===== src/rtl/mips_pkg.sv =====
// Shared MIPS core definitions: fetch FSM states, reset/NOP defaults and
// instruction field positions used by the fetch stage and decode.
package mips_pkg;

    typedef enum logic [1:0] {
        REQ  = 2'd0,
        WAIT = 2'd1,
        HOLD = 2'd2
    } fetch_state_t;

    localparam logic [31:0] DEFAULT_RESET_PC  = 32'h0000_0000;
    localparam logic [31:0] DEFAULT_NOP_INSTR = 32'h0000_0000;

    localparam int unsigned OP_MSB    = 31;
    localparam int unsigned OP_LSB    = 26;
    localparam int unsigned RT_MSB    = 20;
    localparam int unsigned RT_LSB    = 16;
    localparam int unsigned FUNCT_MSB = 5;
    localparam int unsigned FUNCT_LSB = 0;

    // Upper PC bits kept by j/jal (the 256 MB region of the delay-slot PC).
    localparam logic [31:0] PC_REGION_MASK = 32'hF000_0000;
    localparam logic [31:0] WORD_MASK      = 32'hFFFF_FFFC;

    function automatic logic [31:0] align_word(input logic [31:0] addr);
        return addr & WORD_MASK;
    endfunction

endpackage


===== src/rtl/pc_next_mux.sv =====
// Redirect priority (jr > jump > branch) and word-aligned target formation.
module pc_next_mux
    import mips_pkg::*;
(
    input  logic        jr,
    input  logic [31:0] jr_target,
    input  logic        jump,
    input  logic [25:0] jump_index,
    input  logic [31:0] ifid_pc4,
    input  logic        branch_taken,
    input  logic [31:0] branch_target,
    output logic        redirect,
    output logic [31:0] target
);

    logic [31:0] jump_target;

    assign jump_target = (ifid_pc4 & PC_REGION_MASK) | {4'b0000, jump_index, 2'b00};

    always_comb begin
        redirect = jr | jump | branch_taken;
        target   = align_word(branch_target);
        if (jr) begin
            target = align_word(jr_target);
        end else if (jump) begin
            target = jump_target;
        end
    end

endmodule


===== src/rtl/fetch_stage.sv =====
// Instruction fetch stage with IF/ID pipeline register for the MIPS core.
// Optional performance counters are enabled by defining FETCH_PERF_CNT_EN.
module fetch_stage
    import mips_pkg::*;
#(
    parameter logic [31:0] RESET_PC  = DEFAULT_RESET_PC,
    parameter logic [31:0] NOP_INSTR = DEFAULT_NOP_INSTR
) (
    input  logic        clk,
    input  logic        rst,
    input  logic        stall,
    input  logic        flush,
    input  logic        branch_taken,
    input  logic [31:0] branch_target,
    input  logic        jump,
    input  logic [25:0] jump_index,
    input  logic        jr,
    input  logic [31:0] jr_target,
    output logic        imem_req,
    output logic [31:0] imem_addr,
    input  logic        imem_ready,
    input  logic [31:0] imem_rdata,
    output logic [31:0] pc,
    output logic        ifid_valid,
    output logic [31:0] ifid_instr,
    output logic [31:0] ifid_pc4,
    output logic [5:0]  op,
    output logic [4:0]  rt,
    output logic [5:0]  funct
`ifdef FETCH_PERF_CNT_EN
    ,
    output logic [31:0] fetch_count,
    output logic [31:0] wait_count
`endif
);

    fetch_state_t state;
    logic         kill;
    logic [31:0]  skid;
    logic         redirect;
    logic [31:0]  target;
    logic [31:0]  pc_plus4;
    logic         pending;
    logic         take;
    logic [31:0]  take_instr;
    logic         ifid_load;

    pc_next_mux u_pc_next_mux (
        .jr            (jr),
        .jr_target     (jr_target),
        .jump          (jump),
        .jump_index    (jump_index),
        .ifid_pc4      (ifid_pc4),
        .branch_taken  (branch_taken),
        .branch_target (branch_target),
        .redirect      (redirect),
        .target        (target)
    );

    assign pc_plus4 = pc + 32'd4;
    assign pending  = imem_req & ~imem_ready;

    assign op    = ifid_instr[OP_MSB:OP_LSB];
    assign rt    = ifid_instr[RT_MSB:RT_LSB];
    assign funct = ifid_instr[FUNCT_MSB:FUNCT_LSB];

    // An instruction moves into IF/ID either straight from memory or from
    // the skid register once the decode stall releases.
    always_comb begin
        take       = 1'b0;
        take_instr = imem_rdata;
        if (!redirect && !kill) begin
            if (state == HOLD) begin
                take       = ~stall;
                take_instr = skid;
            end else if (imem_req && imem_ready && !stall) begin
                take = 1'b1;
            end
        end
    end

    assign ifid_load = take & ~flush;

    always_ff @(posedge clk or posedge rst) begin
        if (rst) begin
            state     <= REQ;
            pc        <= RESET_PC;
            imem_req  <= 1'b0;
            imem_addr <= RESET_PC;
            kill      <= 1'b0;
            skid      <= NOP_INSTR;
        end else if (redirect) begin
            pc <= target;
            // An outstanding request keeps its address until its response is
            // swallowed; only then is the target issued.
            if (pending) begin
                kill  <= 1'b1;
                state <= WAIT;
            end else begin
                kill      <= 1'b0;
                state     <= REQ;
                imem_req  <= 1'b1;
                imem_addr <= target;
            end
        end else if (kill) begin
            if (imem_ready) begin
                kill      <= 1'b0;
                state     <= REQ;
                imem_addr <= pc;
            end
        end else begin
            case (state)
                REQ, WAIT: begin
                    if (!imem_req) begin
                        imem_req  <= 1'b1;
                        imem_addr <= pc;
                    end else if (imem_ready) begin
                        if (stall) begin
                            skid     <= imem_rdata;
                            state    <= HOLD;
                            imem_req <= 1'b0;
                        end else begin
                            pc        <= pc_plus4;
                            imem_addr <= pc_plus4;
                            state     <= REQ;
                        end
                    end else begin
                        state <= WAIT;
                    end
                end
                HOLD: begin
                    if (!stall) begin
                        pc        <= pc_plus4;
                        imem_addr <= pc_plus4;
                        imem_req  <= 1'b1;
                        state     <= REQ;
                    end
                end
                default: begin
                    state <= REQ;
                end
            endcase
        end
    end

    always_ff @(posedge clk or posedge rst) begin
        if (rst) begin
            ifid_valid <= 1'b0;
            ifid_instr <= NOP_INSTR;
            ifid_pc4   <= '0;
        end else if (redirect || flush) begin
            ifid_valid <= 1'b0;
            ifid_instr <= NOP_INSTR;
            ifid_pc4   <= '0;
        end else if (take) begin
            ifid_valid <= 1'b1;
            ifid_instr <= take_instr;
            ifid_pc4   <= pc_plus4;
        end
    end

`ifdef FETCH_PERF_CNT_EN
    always_ff @(posedge clk or posedge rst) begin
        if (rst) begin
            fetch_count <= '0;
            wait_count  <= '0;
        end else begin
            if (ifid_load) begin
                fetch_count <= fetch_count + 32'd1;
            end
            if ((state == REQ || state == WAIT) && !imem_ready) begin
                wait_count <= wait_count + 32'd1;
            end
        end
    end
`else
    logic unused_load;
    assign unused_load = ifid_load;
`endif

endmodule


===== config.mk =====
export PLATFORM = sky130hd
export DESIGN_NAME = fetch_stage
export DESIGN_NICKNAME = d
export VERILOG_FILES = /design/src/rtl/mips_pkg.sv /design/src/rtl/pc_next_mux.sv /design/src/rtl/fetch_stage.sv
export SDC_FILE = /design/constraint.sdc
export NUM_CORES = 1
export LEC_CHECK = 0
export BUFFER_PORTS_ARGS = -buffer_cell sky130_fd_sc_hd__buf_2
export CAP_MARGIN = 25
export CORE_MARGIN = 2
export CORE_UTILIZATION = 47
export DETAILED_ROUTE_END_ITERATION = 7
export PLACE_DENSITY = 0.75
export SLEW_MARGIN = 0
export SYNTH_ARGS = -nofsm -noshare
export SYNTH_HDL_FRONTEND = slang
export SYNTH_SLANG_ARGS = --single-unit

===== constraint.sdc =====
create_clock -name clk -period 5.9 [get_ports clk]
set_input_delay 1.18 -clock clk [delete_from_list [all_inputs] [get_ports clk]]
set_output_delay 1.18 -clock clk [all_outputs]
set_load 0.01 [all_outputs]

# Word-level counts from Yosys, hierarchy flattened

Cells that the tools add are included.

Flip-flop bits (word level): 165
Input port bits: 130
Output and inout port bits: 147

Equal/unequal tests: 11
Add/subtract/negate cells: 1
Bitwise operators: 8
Reduce and logical (&&, ||, !) cells: 17
Muxes and demuxes: 48

Operators by type and width:

| operator                                                                 | count |
|---|---|
| 32-bit two-way mux                                                       | 20 |
| 32-bit one-hot mux with 2 select lines                                   | 2 |
| 32-bit by 3-bit adder with 32-bit output (second input constant)         | 1 |
| 32-bit by 28-bit OR with 32-bit output                                   | 1 |
| 1-bit two-way mux                                                        | 17 |
| 2-bit two-way mux                                                        | 7 |
| 4-bit inequality test (second input constant)                            | 3 |
| 4-bit AND reduction                                                      | 3 |
| 3-bit inequality test (second input constant)                            | 3 |
| 6-bit AND reduction                                                      | 1 |
| 1-bit NOT                                                                | 4 |
| 2-bit one-hot mux with 2 select lines                                    | 1 |
| 4-bit nonzero test                                                       | 1 |
| 1-bit logical AND                                                        | 3 |
| 1-bit zero test                                                          | 3 |
| 3-bit by 2-bit inequality test with 1-bit output (second input constant) | 1 |
| 3-bit AND reduction                                                      | 1 |
| 3-bit nonzero test                                                       | 1 |
| 2-bit by 1-bit == test with 1-bit output (second input constant)         | 1 |
| 2-bit == test (second input constant)                                    | 1 |
| 2-bit zero test                                                          | 1 |
| 2-bit by 1-bit inequality test with 1-bit output (second input constant) | 1 |
| 2-bit inequality test (second input constant)                            | 1 |
| 1-bit OR                                                                 | 2 |
| 5 further kinds                                                          | 5 |

# Depth between registers and ports, before layout

Gate-level depths: netlist of the first run.

Word-level depth: 7
Gate-level depth with buffers: 9
Depth with buffers taken out: 7

# Hierarchy

Synthesis of the first run repeated with hierarchy kept, for this count alone.

Cells, all modules: 975
Area, all modules: 9,470.3 sq um

Modules (own cells, without submodules):

| module      | instances | cells each | area an instance (sq um) | sequential area each (sq um) |
|---|---|---|---|---|
| fetch_stage | 1         | 870        | 8,765.9                  | 4,129.0 |
| pc_next_mux | 1         | 105        | 704.4                    | 0.0 |

# Worst setup path after synthesis of the first run

No wires, ideal clock.

Kind: input to register
From: input jr
To: register skid[10]
Buffers on the path: 3
Data arrival time: 2.782 ns
Slack: 2.993 ns
Stages: 7
Setup time: 0.125 ns
Required time: 5.775 ns
Cells stage by stage: or3_1 -> clkbuf_1 -> nor2_1 -> and3_1 -> clkbuf_1 -> buf_2 -> mux2_2

Cells in the longest elaborated chain, start to end: 4

RTL lines:

| what                                 | line               | RTL |
|---|---|---|
| start, declared                      | fetch_stage.sv:17  | `input logic jr,` |
| 1-bit OR (2 in series)               | pc_next_mux.sv:21  | `redirect = jr \| jump \| branch_taken;` |
| 1-bit NOT (no source line)           | --                 |  |
| 6-bit AND reduction (no source line) | --                 |  |
| end signal, assigned                 | fetch_stage.sv:119 | `skid <= imem_rdata;` |
| end, declared                        | fetch_stage.sv:39  | `logic [31:0] skid;` |

No other way between the ends.
A chain may end at the register's enable or synchronous reset.

# Worst setup path in the final report of the first run

From: input jr
To: register imem_addr[4]

Cells in the longest elaborated chain, start to end: 4

RTL lines:

| what                                                           | line               | RTL |
|---|---|---|
| 1-bit OR (2 in series)                                         | pc_next_mux.sv:21  |  |
| 4-bit inequality test (no source line) (tied with other cells) | --                 |  |
| 4-bit AND reduction (no source line)                           | --                 |  |
| end signal, assigned                                           | fetch_stage.sv:103 | `imem_addr <= target;` |
| end signal, assigned                                           | fetch_stage.sv:109 | `imem_addr <= pc;` |
| end signal, assigned                                           | fetch_stage.sv:116 | `imem_addr <= pc;` |
| end, declared                                                  | fetch_stage.sv:20  | `output logic [31:0] imem_addr,` |

Several ways; a longest one is shown, not always the timed one. The select of a mux whose other input is x is not followed.

==> summary.txt, run 1 <==
Timing
  – Final setup violation count: 0
  – Worst Slack Setup Final: 2380 ps
  – Slew HR: 33.6%
  – Fmax: 284 MHz
  – Final Cycle Share: 59.6%
  – RSZ-0062 raised after global routing: false
  – Post-layout min period: 3520 ps
  – Clock skew: 10.6 ps
  – Final hold vios: 0
  – Final TNS setup: 0 ps
  – Slew Limit Fails: 0
  – Worst Tran Pin Value: 987 ps

Global route
  – GRT Util Overall: 27.1%
  – Most Used Layer, Global Route: met2
  – Met3 Usage GRT: ~5.9%
  – Largest net degree at the start of global routing: 67
  – Initial antenna violation count: 2
  – Vias in the first global route: 8058
  – Total grt overflow: 0
  – First-pass GRT wire length: 43.2 mm
  – Grt met2 use: between 40% and 50%
  – Met1 global-route usage: 36.3%

Die
  – Die area: roughly 0.020 mm^2
  – Chip height: 143 um
  – Initial Utilization: between 40 and 50%
  – Rows: 50
  – # IOs: approximately 280
  – Core box area: 0.0188 mm^2
  – Die X: around 140 um

Min path
  – Worst Hold Class: register to register

Critical path
  – Critical path class: input pin to register
  – R2r setup slk: 2750 ps
  – Worst Setup End Kind: register
  – CP Max Fanout: between 40 and 50
  – Worst Path Required: about 6200 ps
  – CP Launch Type: input pin
  – Worst path arrival time: 3860 ps

Synth
  – Avg Inst Size Synth: around 9.0 um^2
  – Post-Synthesis Cells: between 1000 and 1500
  – Synth area leader: dfrtp_1
  – Count of cell types in the netlist: 61
  – Synth Warn #: 0
  – #FFs+latches synth: 161
  – Number of synthesized flops with an enable pin: 0
  – Share of the synthesized area in the top cell type: 44.5%
  – Register area share after synthesis: 44.5%
  – Async S/R FF share, synth: 100%
  – Cell area after synthesis: 0.00905 mm^2
  – Top_reg_cell synth: dfrtp_1
  – Synth top area cells: dfrtp_1 (45%), o21ai_0 (6.1%), nand2_1 (5.6%), mux2_2 (4.5%), mux2i_1 (4.3%)

Pwr
  – Power Total: around 2900 uW
  – Leakage power: 0.00531 uW
  – Max VDD drop: 0.173 mV
  – Combinational share of power: approximately 17%
  – Int Power: just under 2000 uW
  – Sequential Power Share: 46.0%
  – Clock network power share: 36.6%
  – Switching Fraction: 31.1%
  – Psw: 891 uW
  – PwrDens: 261 mW/mm^2

Final layout
  – Area delta synth->final: 21.2%
  – Finished Cell Area: 0.0110 mm^2
  – Commonest non-fill, non-tap cell in the layout: buf_2
  – Most frequent cells in the layout: buf_2 (268), dfrtp_1 (161), nand2_1 (135), o21ai_0 (110), nor2_1 (68)
  – Final std cells w/o fill: 1477
  – Filler cells: about 1700
  – Nets: approximately 1300
  – Layout cells sized above 1: 31.0%

Placement
  – GP Congestion: 0.880
  – Final HPWL DP: 18.6 mm
  – DP Area: 0.0104 mm^2
  – Post-place setup slack: 1720 ps
  – Port Buffers: 268
  – Cell total after placement: 1442

CTS
  – Root Driver: clkbuf_16
  – Clk sinks: ~160
  – CTS tree: yes
  – Post-CTS setup buffer count: 0
  – Clock-pin transition on the worst setup and hold timing paths: 70 ps
  – CTS Hold Buffers Added: 0
  – Clk buf depth: 2
  – TritonCTS buffer count: 17
  – CTS H-tree depth: 4
  – PostCTS Resize Cnt: 0
  – Clk Latency, worst-skew pair: 430 ps

Routing
  – Number of DRC markers in iteration 0: 692
  – Total wire length: 27.4 mm
  – Via density: 5.75
  – DRC viols: 0
  – Post-DRT Antenna Nets: 0
  – Detailed Routing Iterations Pass 1: 5
  – Vias: 8489
  – DR WL/cell: 18.5 um

Outcome
  – Status: finished, final reports clean

Job
  – Number of max-cap violations: 0
[registers in the layout, summed over array words and instances, names as in the netlist]
name and count:
ifid_instr 32, kill 1, skid 32, ifid_valid 1, imem_req 1, state 2
imem_addr 32, ifid_pc4 30, pc 30
[cells by family (layout without fill, tap and decap cells)]
kind of cell               count (synthesis)  in the layout  share of synthesized area, %
and+or+nand+nor                          297            297                          15.4
DFF                                      161            161                          44.5
adders and majority gates                  1              1                         0.138
muxes                                     77             77                          9.08
buffers and inverters                    123            332                          6.26
xor gates and xnor gates                  27             27                          2.61
other                                      1              5                        0.0414
AOI/OAI and AO/OA                        317            317                          22.0
[Yosys cell counts, drive strengths merged, types with 4 or more instances]
master / n
dfrtp: 161
a2bb2oi: 15
and3: 10
mux2i: 39
o22ai: 5
nand2b: 4
nor2: 68
o21ai: 116
clkbuf: 62
xor2: 9
nor3: 16
a21oi: 65
nand4: 8
a31oi: 29
o221ai: 8
buf: 46
nor4: 8
xnor2: 18
mux2: 38
inv: 15
nand3: 32
a211oi: 5
o21a: 7
a22oi: 17
o22a: 13
o211ai: 6
a221o: 14
nand2: 136
[worst max-delay path: stages]
cell,delay (ps)
buf_2,640
or3_1,580
o21ai_0,140
and2_1,190
o21ai_1,720
a31oi_1,170
o22ai_1,220
[worst paths after layout]
| path | start | endpoint | cells past startpoint |
|---|---|---|---|
| worst min register to register | ifid_pc4[23]$_DFFE_PP0P_ | ifid_pc4[23]$_DFFE_PP0P_ | 2 |
| worst max-delay path | jr | imem_addr[4]$_DFFE_PP0P_ | 7 |
| worst max register to register | pc[2]$_DFFE_PP0P_ | imem_addr[20]$_DFFE_PP0P_ | 7 |
| worst min-delay path | ifid_pc4[23]$_DFFE_PP0P_ | ifid_pc4[23]$_DFFE_PP0P_ | 2 |
| min in group asynchronous | rst | ifid_pc4[22]$_DFFE_PP0P_ | 2 |
| max in group asynchronous | rst | pc[18]$_DFFE_PP0P_ | 3 |
[per-layer routing]
metal / wire [um] / up-vias
li1: - / 3991
met1: 11700 / 4084
met2: 12800 / 363
met3: 2060 / 49
met4: 868 / 2
met5: 12 / -
[area by class of cell]
| class | instances | area (um^2) | area share (%) |
|---|---|---|---|
| Inverter | 15 | 61.3 | 0.559 |
| Antenna cell | 1 | 2.50 | 0.0228 |
| Tap cell | 260 | 325 | 2.97 |
| Multi-Input combinational cell | 723 | 4490 | 41.0 |
| Timing Repair Buffer | 285 | 1510 | 13.7 |
| Clock buffer | 17 | 425 | 3.88 |
| Sequential cell | 161 | 4030 | 36.7 |
| Clock inverter | 15 | 125 | 1.14 |
[power by group through the flow]
stage / registers [uW] / clock network, uW / logic, uW
2_1_floorplan: 1310 / 0 / 324
3_3_place_gp: 1330 / 0 / 482
3_5_place_dp: 1340 / 0 / 493
4_1_cts: 1320 / 1060 / 494
5_1_grt: 1340 / 1110 / 545
6_report: 1320 / 1050 / 497
[metrics by stage]
step	utilization, %	hold slack [ps]
final	58.3	473
after global routing	58.3	502
after CTS	58.0	479
after detailed placement	55.1	464
after global placement	55.0	456
after floorplan	-	480
Note: power is estimated with default switching activity, not from simulation.
==> inputs of run 2 (changes only) <==
--- a/config.mk
+++ b/config.mk
@@ -5,6 +5,7 @@
 export SDC_FILE = /design/constraint.sdc
 export NUM_CORES = 1
 export LEC_CHECK = 0
+export ABC_AREA = 1
 export BUFFER_PORTS_ARGS = -buffer_cell sky130_fd_sc_hd__buf_2
 export CAP_MARGIN = 25
 export CORE_MARGIN = 2
==> constraint.sdc (replaced) <==
create_clock -name clk -period 3 [get_ports clk]
set_input_delay 0.6 -clock clk [delete_from_list [all_inputs] [get_ports clk]]
set_output_delay 0.6 -clock clk [all_outputs]
set_load 0.01 [all_outputs]
==> summary.txt, run 2 <==
Outcome
  – Status: finished, final reports clean

Timing
  – Final setup violation count: 0
  – Fmax: ~400 MHz
  – Slew Limit Fails: 0
  – Clock skew: 14.4 ps
  – Final Cycle Share: 83.0%
  – Worst Slack Setup Final: 510 ps
  – Worst Tran Pin Value: 894 ps
  – RSZ-0062 raised after global routing: false
  – Min Hold Slack: between 300 and 400 ps
  – Slew HR: 40.4%
  – Post-layout min period: 2490 ps
  – Final TNS setup: 0 ps
  – Final hold vios: 0

Min path
  – Worst Hold End: skid[15]$_DFFE_PP0P_
  – Hold Crit Start: imem_rdata[15]
  – Worst Hold Class: input pin to register
  – Hold path cells: 3

Critical path
  – CP Max Fanout: 45
  – Critical path class: register to register
  – Worst-case reg-to-reg path depth: 8
  – Worst path arrival time: 2830 ps
  – CP Launch Type: register
  – Critical R2R Launch: state[1]$_DFFE_PP0P_
  – Worst Path Required: 3340 ps
  – FF-to-FF End: ifid_instr[18]$_DFFE_PP0P_
  – Worst Setup End Kind: register
  – R2r setup slk: between 500 and 600 ps

Global route
  – First-pass GRT wire length: 48.7 mm
  – Largest net degree at the start of global routing: 162
  – Initial antenna violation count: 1
  – Total grt overflow: 0
  – GRT Util Overall: roughly 30%
  – Vias in the first global route: about 9100

Pwr
  – Max VDD drop: 0.430 mV
  – PwrDens: 524 mW/mm^2
  – Leakage power: 0.00593 uW
  – Power Total: 5890 uW

Die
  – Die X: 144 um
  – Core box area: 0.0194 mm^2
  – Die area: 0.0208 mm^2
  – Chip height: around 140 um
  – # IOs: 277
  – Rows: about 50
  – Initial Utilization: 47.6%

CTS
  – PostCTS Resize Cnt: 0
  – Clock-pin transition on the worst setup and hold timing paths: 70 ps
  – Clk Latency, worst-skew pair: about 440 ps
  – Clk buf depth: 2
  – CTS H-tree depth: 4
  – TritonCTS buffer count: 17
  – Post-CTS setup buffer count: 0
  – CTS Hold Buffers Added: 0
  – Clk sinks: 161
  – Root Driver: clkbuf_16
  – CTS tree: yes

Placement
  – GP Congestion: 0.962
  – Post-place setup slack: 320 ps
  – Cell total after placement: 1753
  – Port Buffers: approximately 270
  – Final HPWL DP: 22.3 mm

Synth
  – Cell with the most instances after synthesis: nand2_1
  – Top cells by count, synth: nand2_1 (436), nor2_1 (196), dfrtp_1 (161)
  – Avg Inst Size Synth: 7.19 um^2
  – Count of cell types in the netlist: 33
  – Synth area leader: dfrtp_1
  – Register area share after synthesis: 43.6%
  – Synth top area cells: dfrtp_1 (44%), nand2_1 (18%), nor2_1 (8.0%), a21oi_1 (4.9%), o31ai_2 (4.3%)
  – Synth Warn #: 0
  – Post-Synthesis Cells: 1284
  – Number of synthesized flops with an enable pin: 0
  – Async S/R FF share, synth: 100%
  – #FFs+latches synth: 161
  – Top_reg_cell synth: dfrtp_1
  – Share of the synthesized area in the top cell type: 43.6%
  – Cell area after synthesis: 0.00924 mm^2

Routing
  – DRC viols: 0
  – DR WL/cell: 17.5 um
  – Detailed Routing Iterations Pass 1: 5
  – Total wire length: ~31 mm
  – Via density: ~5.4
  – Post-DRT Antenna Nets: 0
  – Number of DRC markers in iteration 0: 879
  – Vias: just under 10000

Final layout
  – Biggest regs: ifid_instr x32, imem_addr x32, skid x32
  – Layout cells sized above 1: between 20% and 30%
  – Commonest non-fill, non-tap cell in the layout: nand2_1
  – Inserted Diodes: 0
  – Final std cells w/o fill: ~1800
  – Area delta synth->final: 21.6%
  – Nets: 1638
  – Most frequent cells in the layout: nand2_1 (436), buf_2 (268), nor2_1 (196), dfrtp_1 (161), a21oi_1 (91)

Job
  – Number of max-cap violations: 0
==> run 2: cell types whose count changed after synthesis, sizes merged, moves of 35 or more <==
| cell | change |
|---|---|
| nand2 | +302 |
| nor2 | +137 |
| inv | +40 |
| mux2i | -39 |
| mux2 | -38 |
| o21ai | -35 |
==> run 2: area by class of cell <==
type / instances / area, um^2
clock buffer: 18 / 429
multi-input combinational: 975 / 4520
timing repair buffer: 295 / 1590
clock inverter: 14 / 119
sequential: 161 / 4030
tap: 265 / 332
fill: 1864 / 8170
inverter: 57 / 218
==> run 2: stage by stage <==
step                      instance area (um^2)  utilization (%)
after floorplan                           9250                -
after global placement                   10700             54.9
after detailed placement                 10700             55.1
after CTS                                11200             57.9
after global routing                     11200             57.9
final                                    11200             57.9
==> run 2: worst max-delay path: stages, from the launching register on <==
cell     delay, ps
dfrtp_1        440
nand2_1        170
inv_1           80
a21oi_1        240
nor3_4          80
nor3_4         570
buf_4          560
nand2_1        150
o31ai_2        100
==> run 2: cell families after synthesis <==
group	share of synthesized area, %
buf+inv	7.60
fa+ha+maj	0.135
xor+xnor	1.42
other cells	0.0406
simple gates	30.5
flops	43.6
compound gates	16.7
==> run 2: routing by layer <==
layer  track usage (%)  share of wire [%]
met1              40.8                 41
met2              48.3                 47
met3              6.95                8.7
met4              11.7                3.3
met5                 0              0.035
==> run 2: worst max path at each step <==
stage / from / endpoint / slack, ps / depth (start not counted)
3_3_place_gp: jr / ifid_instr[24]$_DFFE_PP0P_ / 390 / 10
2_1_floorplan: rst / ifid_instr[0]$_DFFE_PP0P_ / 360 / 1
3_5_place_dp: jr / ifid_instr[18]$_DFFE_PP0P_ / 320 / 10
6_report: state[1]$_DFFE_PP0P_ / ifid_instr[18]$_DFFE_PP0P_ / 510 / 8
5_1_grt: state[1]$_DFFE_PP0P_ / ifid_pc4[8]$_DFFE_PP0P_ / 310 / 8
4_1_cts: state[1]$_DFFE_PP0P_ / ifid_instr[18]$_DFFE_PP0P_ / 490 / 8
==> run 2: where the power goes <==
part	switching, uW	leakage, uW	internal (uW)	total [uW]
Clock	987	0.000270	1090	2070
Sequential	211	0.00205	2390	2600
Combinational	786	0.00361	426	1210
==> inputs of run 3 (changes only) <==
==> constraint.sdc (replaced) <==
create_clock -name clk -period 2 [get_ports clk]
set_input_delay 0.4 -clock clk [delete_from_list [all_inputs] [get_ports clk]]
set_output_delay 0.4 -clock clk [all_outputs]
set_load 0.01 [all_outputs]
==> summary.txt, run 3 (synthesized netlist as in run 2, its figures left out) <==
Outcome
  – Status: finished, final reports clean

Critical path
  – Top delay family on crit path: simple AND/OR/NAND/NOR gates
  – Slowest stage delay, CP: around 360 ps
  – R2r setup slk: between 100 and 150 ps
  – Worst-case reg-to-reg path depth: 12
  – Worst path arrival time: ~2200 ps
  – FF-to-FF End: imem_addr[30]$_DFFE_PP0P_
  – Worst Path Required: 2360 ps
  – Most common cell on crit path: nand2_1
  – CP cell instances: ha_1 -> nand2_1 -> nor2_2 -> nand2_2 -> nor2_1 -> buf_4 -> nand3_1 -> nand2_1 -> nand2_1 -> nand2_1 -> nand2_1 -> a21oi_1
  – Slowest CP cell: dfrtp_1
  – CP Launch Type: register
  – Critical path class: register to register
  – Worst Setup End Kind: register
  – Critical R2R Launch: pc[2]$_DFFE_PP0P_
  – CP Max Fanout: 3
  – WP buf/inv: 1

CTS
  – CTS tree: yes
  – Clk sinks: 161
  – CTS H-tree depth: 4
  – Clk buf depth: 2
  – Clock-pin transition on the worst setup and hold timing paths: 80 ps
  – Root Driver: clkbuf_16
  – Post-CTS setup buffer count: 0
  – TritonCTS buffer count: 17
  – Clk Latency, worst-skew pair: between 400 and 500 ps

Final layout
  – Commonest non-fill, non-tap cell in the layout: nand2_1
  – Most frequent cells in the layout: nand2_1 (434), buf_2 (268), nor2_1 (193), dfrtp_1 (159), a21oi_1 (91)
  – Biggest regs: ifid_instr x32, imem_addr x32, skid x32
  – Nets: 1687
  – Filler cells: about 1800
  – Layout cells sized above 1: 27.9%
  – Area delta synth->final: 28.1%

Job
  – Number of max-cap violations: 0

Min path
  – Worst Hold End: skid[15]$_DFFE_PP0P_
  – Hold Crit Start: imem_rdata[15]
  – Worst Hold Class: input pin to register
  – Hold path cells: 3

Pwr
  – Combinational share of power: 21.4%
  – Sequential Power Share: 41.8%
  – Psw: 3240 uW
  – Clock network power share: 36.8%
  – Int Power: 6070 uW
  – Switching Fraction: 34.8%
  – PwrDens: ~800 mW/mm^2
  – Leakage power: between 0.006 and 0.007 uW
  – Max VDD drop: 0.655 mV

Routing
  – Via density: 5.41
  – Number of DRC markers in iteration 0: 886
  – Metal3 WL: 2.77 mm
  – DR WL/cell: 17.4 um
  – Metal-1 WL: 12.8 mm
  – Detailed Routing Iterations Pass 1: 5
  – DRC viols: 0
  – Vias: 9936
  – Post-DRT Antenna Nets: 0
  – Top sig layer: met5
  – Metal2 WL: 15.1 mm
  – Total wire length: 31.9 mm

Placement
  – Post-place setup slack: 37.0 ps
  – Final HPWL DP: ~23 mm
  – Port Buffers: between 200 and 300
  – GP Congestion: 0.949

Global route
  – Vias in the first global route: 9290
  – Initial antenna violation count: 2
  – First-pass GRT wire length: between 40 and 50 mm
  – Total grt overflow: 0
  – GRT Util Overall: 31.3%
  – Largest net degree at the start of global routing: 61

Timing
  – Final Cycle Share: 93.7%
  – Worst Slack Setup Final: 125 ps
  – Worst Tran Pin Value: 508 ps
  – Slew Limit Fails: 0
  – Final setup violation count: 0
  – Min Hold Slack: between 150 and 200 ps
  – Fmax: 533 MHz
  – Final hold vios: 0
  – Clock skew: about 11 ps
  – Slew HR: 66.0%
  – Post-layout min period: 1870 ps

Die
  – Rows: 51
  – Die X: about 140 um
  – Initial Utilization: 47.6%
  – Die area: slightly above 0.02 mm^2
  – Chip height: ~140 um
  – Core box area: 0.0194 mm^2
  – # IOs: 277
-- run 3: cell count changes in the layout (fill, tap and decap cells not counted), moves of 3 or more --
| cell | before | now |
|---|---|---|
| buf_4 | 24 | 62 |
| buf_12 | 2 | 13 |
| clkinv_8 | 0 | 5 |
| inv_6 | 6 | 2 |
| inv_8 | 2 | 5 |
| nor2_1 | 196 | 193 |
-- run 3: what timing repair did --
action,4_1_cts,5_1_grt
hold buffers,1,0
resized for setup,0,12
endpoints found under the hold margin,9,0
endpoints found under the setup margin,0,24
-- run 3: power by group through the flow --
stage               Sequential (uW)  Combinational (uW)  Clock [uW]
finish                         3890                2000        3430
global route                   3920                2210        3620
CTS                            3880                1980        3450
detailed placement             3940                1960           0
global placement               3920                1920           0
floorplan                      3970                1010           0
-- run 3: area by class of cell --
type	instances	area [um^2]	share of cell area [%]
tap	265	332	2.80
antenna	1	2.50	0.0211
sequential	161	4030	34.1
clock inverter	15	196	1.66
inverter	57	218	1.84
clock buffer	17	425	3.59
multi-input combinational	975	4560	38.5
timing repair buffer	344	2080	17.5
-- run 3: worst max path at each step --
stage	start	endpoint	slack, ps	cells after the start
floorplan	rst	ifid_instr[0]$_DFFE_PP0P_	-440	1
global placement	pc[5]$_DFFE_PP0P_	imem_addr[26]$_DFFE_PP0P_	70	11
detailed placement	jr	imem_addr[5]$_DFFE_PP0P_	40	10
CTS	pc[5]$_DFFE_PP0P_	imem_addr[26]$_DFFE_PP0P_	30	11
global route	pc[2]$_DFFE_PP0P_	imem_addr[23]$_DFFE_PP0P_	-10	12
finish	pc[2]$_DFFE_PP0P_	imem_addr[30]$_DFFE_PP0P_	130	12
-- run 3: worst min-delay path, delay by kind of cell --
family,cells,cell delay [ps]
buf+inv,1,90
simple gates,2,90
-- run 3: per-stage QoR --
stage	TNS, ps	total power (uW)	utilization [%]	cell area (um^2)	std cells
after floorplan	-71300	4980	-	9250	1287
after global placement	0	5850	57.5	11200	1801
after detailed placement	0	5900	57.5	11200	1801
after CTS	0	9310	60.8	11800	1834
after global routing	-13.6	9750	61.0	11800	1835
final	0	9310	61.0	11800	1835
-- run 3: per-layer routing --
metal / GRT usage (%) / vias to the layer above
li1: - / 4661
met1: 40.9 / 4706
met2: 48.9 / 489
met3: 7.45 / 78
met4: 15.0 / 2
met5: 0 / -
